## src/rtl/halftone_frame_sequencer.sv

```systemverilog
// Raster-order error-diffusion halftoner with one shared pixel datapath.
// Optional row packing (row_bits/row_valid) when HTPV_ROW_PACK_EN is defined.
module halftone_frame_sequencer #(
  parameter int COLS      = 8,
  parameter int ROWS      = 6,
  parameter int THRESHOLD = 128,
  parameter int W1        = 2,
  parameter int W2        = 8,
  parameter int W3        = 4,
  parameter int W4        = 2
) (
  input  logic            clock,
  input  logic            reset,
  input  logic            start,
  input  logic [7:0]      pix_in,
  input  logic            pix_valid,
  output logic            pix_ready,
  output logic            htpv,
  output logic            htpv_valid,
  output logic [2:0]      row_idx,
  output logic [2:0]      col_idx,
  output logic            busy,
`ifdef HTPV_ROW_PACK_EN
  output logic [COLS-1:0] row_bits,
  output logic            row_valid,
`endif
  output logic            done
);

  typedef enum logic [1:0] {
    IDLE,
    RUN,
    DONE
  } state_t;

  state_t     state;
  logic [2:0] row_q;
  logic [2:0] col_q;
  logic [7:0] rbuf [COLS];
  logic [7:0] left_q;
  logic [7:0] ul_q;

  logic        first_row;
  logic        first_col;
  logic        last_row;
  logic        last_col;
  logic [2:0]  col_p1;
  logic [7:0]  e1;
  logic [7:0]  e2;
  logic [7:0]  e3;
  logic [7:0]  e4;
  logic [11:0] wsum;
  logic [9:0]  e_av;
  logic [9:0]  cpv;
  logic        bit_on;
  logic [7:0]  err;
  logic        accept;

`ifdef HTPV_ROW_PACK_EN
  logic [COLS-1:0] row_sh;
  logic [COLS-1:0] row_nx;
`endif

  // Neighbour selection, weighted error average and thresholding.
  always_comb begin
    first_row = (row_q == 3'd0);
    first_col = (col_q == 3'd0);
    last_row  = (row_q == 3'(ROWS-1));
    last_col  = (col_q == 3'(COLS-1));
    col_p1    = col_q + 3'd1;
    e1 = left_q;
    e2 = (first_row || first_col) ? 8'd0 : ul_q;
    e3 = first_row ? 8'd0 : rbuf[col_q];
    e4 = (first_row || last_col) ? 8'd0 : rbuf[col_p1];
    wsum = 12'(W1) * 12'(e1) + 12'(W2) * 12'(e2)
         + 12'(W3) * 12'(e3) + 12'(W4) * 12'(e4);
    e_av   = 10'(wsum >> 4);
    cpv    = {2'b00, pix_in} + e_av;
    bit_on = (cpv >= 10'(THRESHOLD));
    err    = bit_on ? (cpv[7:0] - 8'd255) : cpv[7:0];
    accept = (state == RUN) && pix_valid && pix_ready;
  end

  // Frame control FSM, error storage and registered outputs.
  always_ff @(posedge clock or posedge reset) begin
    if (reset) begin
      state      <= IDLE;
      pix_ready  <= 1'b0;
      htpv       <= 1'b0;
      htpv_valid <= 1'b0;
      row_idx    <= 3'd0;
      col_idx    <= 3'd0;
      busy       <= 1'b0;
      done       <= 1'b0;
      row_q      <= 3'd0;
      col_q      <= 3'd0;
      left_q     <= 8'd0;
      ul_q       <= 8'd0;
      for (int i = 0; i < COLS; i++) rbuf[i] <= 8'd0;
    end else begin
      htpv_valid <= 1'b0;
      done       <= 1'b0;
      unique case (state)
        IDLE: begin
          if (start) begin
            state     <= RUN;
            pix_ready <= 1'b1;
            busy      <= 1'b1;
            row_q     <= 3'd0;
            col_q     <= 3'd0;
            left_q    <= 8'd0;
            ul_q      <= 8'd0;
            for (int i = 0; i < COLS; i++) rbuf[i] <= 8'd0;
          end
        end
        RUN: begin
          if (accept) begin
            htpv        <= bit_on;
            htpv_valid  <= 1'b1;
            row_idx     <= row_q;
            col_idx     <= col_q;
            ul_q        <= rbuf[col_q];
            rbuf[col_q] <= err;
            if (last_col) begin
              col_q  <= 3'd0;
              left_q <= 8'd0;
              if (last_row) begin
                row_q     <= 3'd0;
                state     <= DONE;
                pix_ready <= 1'b0;
                done      <= 1'b1;
              end else begin
                row_q <= row_q + 3'd1;
              end
            end else begin
              col_q  <= col_p1;
              left_q <= err;
            end
          end
        end
        DONE: begin
          state <= IDLE;
          busy  <= 1'b0;
        end
        default: begin
          state     <= IDLE;
          pix_ready <= 1'b0;
          busy      <= 1'b0;
        end
      endcase
    end
  end

`ifdef HTPV_ROW_PACK_EN
  assign row_nx = {row_sh[COLS-2:0], bit_on};

  // Pack halftone bits of a row, column 0 landing in the MSB.
  always_ff @(posedge clock or posedge reset) begin
    if (reset) begin
      row_sh    <= '0;
      row_bits  <= '0;
      row_valid <= 1'b0;
    end else begin
      row_valid <= 1'b0;
      if (accept) begin
        row_sh <= row_nx;
        if (last_col) begin
          row_bits  <= row_nx;
          row_valid <= 1'b1;
        end
      end
    end
  end
`endif

endmodule
```

## config.mk

```make
export PLATFORM = sky130hd
export DESIGN_NAME = halftone_frame_sequencer
export DESIGN_NICKNAME = d
export VERILOG_FILES = /design/src/rtl/halftone_frame_sequencer.sv
export SDC_FILE = /design/constraint.sdc
export NUM_CORES = 1
export LEC_CHECK = 0
export ABC_CLOCK_PERIOD_IN_PS = 9600
export CAP_MARGIN = 10
export CORE_ASPECT_RATIO = 1.2
export CORE_UTILIZATION = 40
export DETAILED_ROUTE_END_ITERATION = 16
export PLACE_DENSITY_LB_ADDON = 0.1
export SETUP_SLACK_MARGIN = 0.5
export SYNTH_ARGS = -nofsm -noshare
export SYNTH_HDL_FRONTEND = slang
export SYNTH_SLANG_ARGS = --single-unit
```

## constraint.sdc

```tcl
create_clock -name clock -period 9.6 [get_ports clock]
set_input_delay 1.92 -clock clock [delete_from_list [all_inputs] [get_ports clock]]
set_output_delay 1.92 -clock clock [all_outputs]
set_load 0.005 [all_outputs]
```

== Yosys cells after proc, flatten, opt, wreduce, memory -nomap -nowiden ==
Index checks and enable logic that the tools add are counted.

* Register bits after elaboration: 99
* Output and inout port bits: 11
* Logic and storage cells: 105
* Bits of input ports: 12

* Add/subtract/negate cells: 7
* Multiplexer cells: 47
* Equal/unequal tests: 8
* Reductions and logical operators: 15
* $lt $le $gt $ge: 4
* Bitwise operators: 4

{| class="wikitable"
|+ Operator list
! kind !! number
|-
| 64-bit two-way mux || 2
|-
| 64-bit case mux with 2 select lines || 1
|-
| 8-bit two-way mux || 13
|-
| 64-bit bitwise mux || 1
|-
| 8-bit binary-select mux with 3-bit select || 2
|-
| 8-bit case mux with 2 select lines || 2
|-
| 8-bit demux with 3-bit select || 1
|-
| 3-bit two-way mux || 6
|-
| 12-bit by 10-bit adder with 12-bit output || 1
|-
| 12-bit by 9-bit adder with 12-bit output || 1
|-
| 9-bit by 11-bit adder with 12-bit output || 1
|-
| 3-bit case mux with 2 select lines || 2
|-
| 1-bit two-way mux || 10
|-
| 8-bit by 8-bit adder with 9-bit output || 1
|-
| 9-bit by 8-bit >= comparator with 1-bit output (second input constant) || 1
|-
| 4-bit >= comparator (second input constant) || 2
|-
| 2-bit two-way mux || 4
|-
| 2-bit != test (second input constant) || 4
|-
| 3-bit inverter with 4-bit output || 2
|-
| 4-bit AND reduction || 2
|-
| 8-bit subtractor (second input constant) || 1
|-
| 3-bit by 1-bit adder with 3-bit output (second input constant) || 2
|-
| 3-bit equality test (second input constant) || 2
|-
| 3-bit logical NOT || 2
|-
| 14 further kinds || 19
|}

== Logic depth before layout (Yosys ltp) ==
* Depth in word-level cells: 13
* Gate-level depth with buffers: 28
* Gate-level depth less buffers: 24

== Least setup slack after synthesis ==
No wires, ideal clock.

* Path type: reg-to-reg
* From: register col_q[1]
* To: register left_q[6], in the netlist e1[6]
* Cell stages (with the launch flop): 28
* Slack: 2.955 ns
* Buffers on the path: 5
* Arrival time: 6.519 ns
* Data required time: 9.474 ns
* Clock period less this slack: 6.645 ns
* Cell sequence: dfrtp_1 > clkbuf_1 > inv_1 > clkbuf_1 > ha_1 > clkbuf_1 > buf_1 > mux4_2 > mux2i_1 > nor3_1 > fa_1 > fa_1 > nand3_1 > nor4_1 > fa_1 > a21o_1 > a21oi_1 > nor2b_1 > o21a_1 > o41ai_1 > xnor2_1 > ha_1 > a21boi_1 > a221oi_4 > o2111ai_2 > or2_0 > buf_6 > a221o_1

* Word-level cells in the longest chain between the ends: 13
* Elaborated cells between the ends (all ways): 26

{| class="wikitable"
|+ Ends and longest elaborated chain
! item !! line !! RTL
|-
| from (decl) || 38 || <nowiki>logic [2:0] col_q;</nowiki>
|-
| from (signal assigned) || 136 || <nowiki>col_q <= col_p1;</nowiki>
|-
| parallel branches: the longest is 10 deep, another holds 9-bit by 11-bit adder with 12-bit output || -- ||
|-
| 8-bit two-way mux (*) || 124 || <nowiki>if (last_col) begin</nowiki>
|-
| 8-bit two-way mux (*) || 117 || <nowiki>if (accept) begin</nowiki>
|-
| 8-bit case mux with 2 select lines (*) || 103 || <nowiki>unique case (state)</nowiki>
|-
| to (signal assigned) || 137 || <nowiki>left_q <= err;</nowiki>
|-
| to (decl) || 40 || <nowiki>logic [7:0] left_q;</nowiki>
|}

Mark *: on every way between the ends. The select of a mux whose other input is x is not followed.
A chain may end at the register's enable or synchronous reset.

== Final worst setup path ==
* From: register col_q[0]
* To: register rbuf[46] in the netlist's numbering

* Word-level cells in the longest chain between the ends: 13
* Elaborated cells between the ends (all ways): 31

{| class="wikitable"
|+ Ends and longest elaborated chain
! item !! line !! RTL
|-
| parallel branches: the longest is 10 deep, another holds 9-bit by 11-bit adder with 12-bit output || -- ||
|-
| 64-bit bitwise mux (*) || 123 || <nowiki>rbuf[col_q] <= err;</nowiki>
|-
| 64-bit two-way mux (*) || 117 ||
|-
| 64-bit case mux with 2 select lines (*) || 103 ||
|-
| to (signal, indexed assignment) || 123 ||
|-
| to (decl) || 39 || <nowiki>logic [7:0] rbuf [COLS];</nowiki>
|}

Marks and branches as above.

==> flow_summary.toml <==
[die]
die_y_um = 139
initial_core_util_pct = 41.4
die_w_um = 117
coreArea_um2 = 15200
dieArea_um2 = 16200
rows = 49
io_pins = 23

[place]
port_buffers = 22
place_congestion = 0.875
post-dp-hpwl_um = 13000

[sta]
hold_violations = 0
layout_min_cycle_time_ns = 7.65
setup_viol_count_final = 0
fin_tns_setup_ns = 0
skew_ns = 0.00912
slew_headroom_pct = 31.9
fmax_mhz = 131
rsz0062_at_grt = "false"
worstMarginPinSlew_ns = 1.02
fin_crit_sh_pct = 79.7
maxSlewViolCount = 0

[clocking]
clk_pin_slew_ns = 0.07
post_cts_resized = 0
cts_tree = "yes"
cts_buffers = 9
clock-sinks = 99
htreeDepth = 3
clkLatencyLatePin_ns = 0.36
clock_path_buffers = 2
post_cts_buffers = 0
cts_root_buf = "clkbuf_16"
postCtsHoldBufs = 0

[synthesis]
ys_types = 68
synthAdderAreaFrac_pct = 9.14
ys_ff_latch = 99
syn_area_per_cell_um2 = 10.5
ys_async_sr_fraction_pct = 100
synth_edf_count = 0
synthMuxAreaShare_pct = 10.3
synth_compound_area_share_pct = 21.3
synth_xor_area_share_pct = 2.86
syn_nets = 646
synth_top_family_by_area = "compound AO/OA/AOI/OAI gates"
syn-instance-count = 597
seq_area_frac_synth_pct = 39.3
synth-simple-area-share_pct = 12.4
ys.warnings.count = 0
synth_area_um2 = 6300
ys.flop_type = "dfrtp_1"

[critical_path]
crit_type = "flip-flop to flip-flop"
r2r_end = "rbuf[46]$_DFFE_PP0P_"
cpMostUsedCell = "fa_1"
critical_path_required_ns = 9.84
r2r_cells = 23
crit_path_max_fanout = 39
cp_cell_sequence = "buf_4, inv_1, ha_1, mux4_2, mux2i_1, nor3_1, fa_1, fa_1, nand3_1, nor4_1, fa_1, a21o_1, a21oi_1, nor2b_1, o21a_1, o41ai_1, xnor2_1, ha_1, a21boi_1, a221oi_4, o2111ai_2, or2_0, a221o_1"
startpoint_type = "flip-flop"
cp-end-kind = "flip-flop"
path_buf_inv = 2
cpLargestDelayFamily = "adder cells"
ff2ff_setup_slack_ns = 1.95
critPathArrivalTime_ns = 7.90
max_stage_delay_ns = 0.91
cp_slowest_cell = "ha_1"
rr_startpoint = "col_q[0]$_DFFE_PP0P_"

[finish]
diodes = 0
layout_commonest_cell = "dfrtp_1"
fin_nets = 655
area_growth_syn_to_layout_pct = 10.6
layout-drive-gt1-share_pct = 11.6
most-common-layout-cells = "dfrtp_1 (99), nand2_1 (78), a22o_1 (53)"

[min_path]
hold_path_depth = 2
min_to = "col_idx[2]$_DFFE_PP0P_"
hp-start = "col_idx[2]$_DFFE_PP0P_"
holdCritPathClass = "flip-flop to flip-flop"

[grt]
antenna_found_initial = 0
groute.usage.overall_pct = 24.1
grt_max_degree = 71
grt_pass1_vias = 5011
grt_pass1_wl_um = 28900
grt_remaining_overflow = 0

[route]
postRouteAntennaNets = 0
initialDrtViolationCount = 425
wl_um = 18100
vias = 4965
drt_pass1_iterations = 5
avgViaCountPerCell = 6.10
drc = 0
wl_per_cell_um = 22.2

[run]
max_cap_viol_count = 0

[outcome]
status = "finished, final reports clean"
==> sequential cells by signal (all words and copies together) (netlist names) <==
register	count
busy	1
done	1
pix_ready	1
rbuf	64
e1	8
row_q	3
row_idx	3
col_idx	3
htpv_valid	1
htpv	1
col_q	3
state	2
ul_q	8
==> synthesized netlist by cell type, types with 7 or more instances <==
master / count / area, um2
a21oi_1: 12 / 60.1
a221o_1: 8 / 80.1
a221oi_1: 9 / 78.8
a22o_1: 53 / 464
clkbuf_1: 14 / 52.6
dfrtp_1: 99 / 2480
fa_1: 15 / 300
ha_1: 22 / 275
inv_1: 31 / 116
mux2_2: 8 / 90.1
mux2i_1: 11 / 110
mux4_2: 20 / 450
nand2_1: 78 / 293
nor2_1: 38 / 143
nor3_1: 10 / 50.1
nor4_1: 10 / 62.6
o21ai_0: 38 / 190
o21ai_1: 7 / 35.0
o22ai_1: 7 / 43.8
==> worst max path at each step <==
stage / from / end / cells after the start
floorplan: col_q[1]$_DFFE_PP0P_ / e1[6]$_DFFE_PP0P_ / 27
global placement: col_q[0]$_DFFE_PP0P_ / e1[6]$_DFFE_PP0P_ / 23
detailed placement: col_q[0]$_DFFE_PP0P_ / rbuf[46]$_DFFE_PP0P_ / 23
CTS: col_q[0]$_DFFE_PP0P_ / rbuf[46]$_DFFE_PP0P_ / 23
global route: col_q[0]$_DFFE_PP0P_ / rbuf[30]$_DFFE_PP0P_ / 23
finish: col_q[0]$_DFFE_PP0P_ / rbuf[46]$_DFFE_PP0P_ / 23
==> final cells by class <==
type | instances | area (um2)
fill | 1466 | 8240
multi-input combinational | 437 | 3520
sequential | 99 | 2480
timing repair buffer | 27 | 258
tap | 204 | 255
clock buffer | 10 | 239
inverter | 32 | 123
clock inverter | 5 | 85.1
==> kinds of logic after synthesis <==
kind of cell,Yosys count
flip-flops,99
AND/OR/NAND/NOR,172
multiplexers,39
buffers and inverters,61
adder cells (fa/ha/maj),37
AO/OA/AOI/OAI,174
XOR/XNOR,15
==> worst register-to-register path: stages (launching register included) <==
cell	delay [ns]
dfrtp_1	0.32
buf_4	0.45
inv_1	0.32
ha_1	0.91
mux4_2	0.41
mux2i_1	0.17
nor3_1	0.08
fa_1	0.43
fa_1	0.46
nand3_1	0.10
nor4_1	0.08
fa_1	0.47
a21o_1	0.18
a21oi_1	0.21
nor2b_1	0.07
o21a_1	0.19
o41ai_1	0.31
xnor2_1	0.17
ha_1	0.27
a21boi_1	0.18
a221oi_4	0.43
o2111ai_2	0.43
or2_0	0.53
a221o_1	0.37
==> metal layers <==
layer	vias up	part of all wire, %	track usage, %
met5	-	0	0
met4	0	3.7	11.6
met3	35	4.4	2.70
met2	178	48	37.6
met1	2527	44	33.2
li1	2225	-	-
==> metrics by stage <==
step                      instance area, um2  hold slack, ns  utilization, %  setup WS (ns)  std cells
after CTS                               6960           0.484            45.8           1.98        814
after global placement                  6640           0.458            43.7           2.14        799
after detailed placement                6640           0.466            43.7           1.98        799
after floorplan                         6300           0.442               -           2.95        597
final                                   6960           0.476            45.8           1.95        814
after global routing                    6960           0.512            45.8           1.43        814
Power is left out: the tool's default activity adds up to more than one toggle a clock period on the data nets, which glitch-free logic cannot reach.
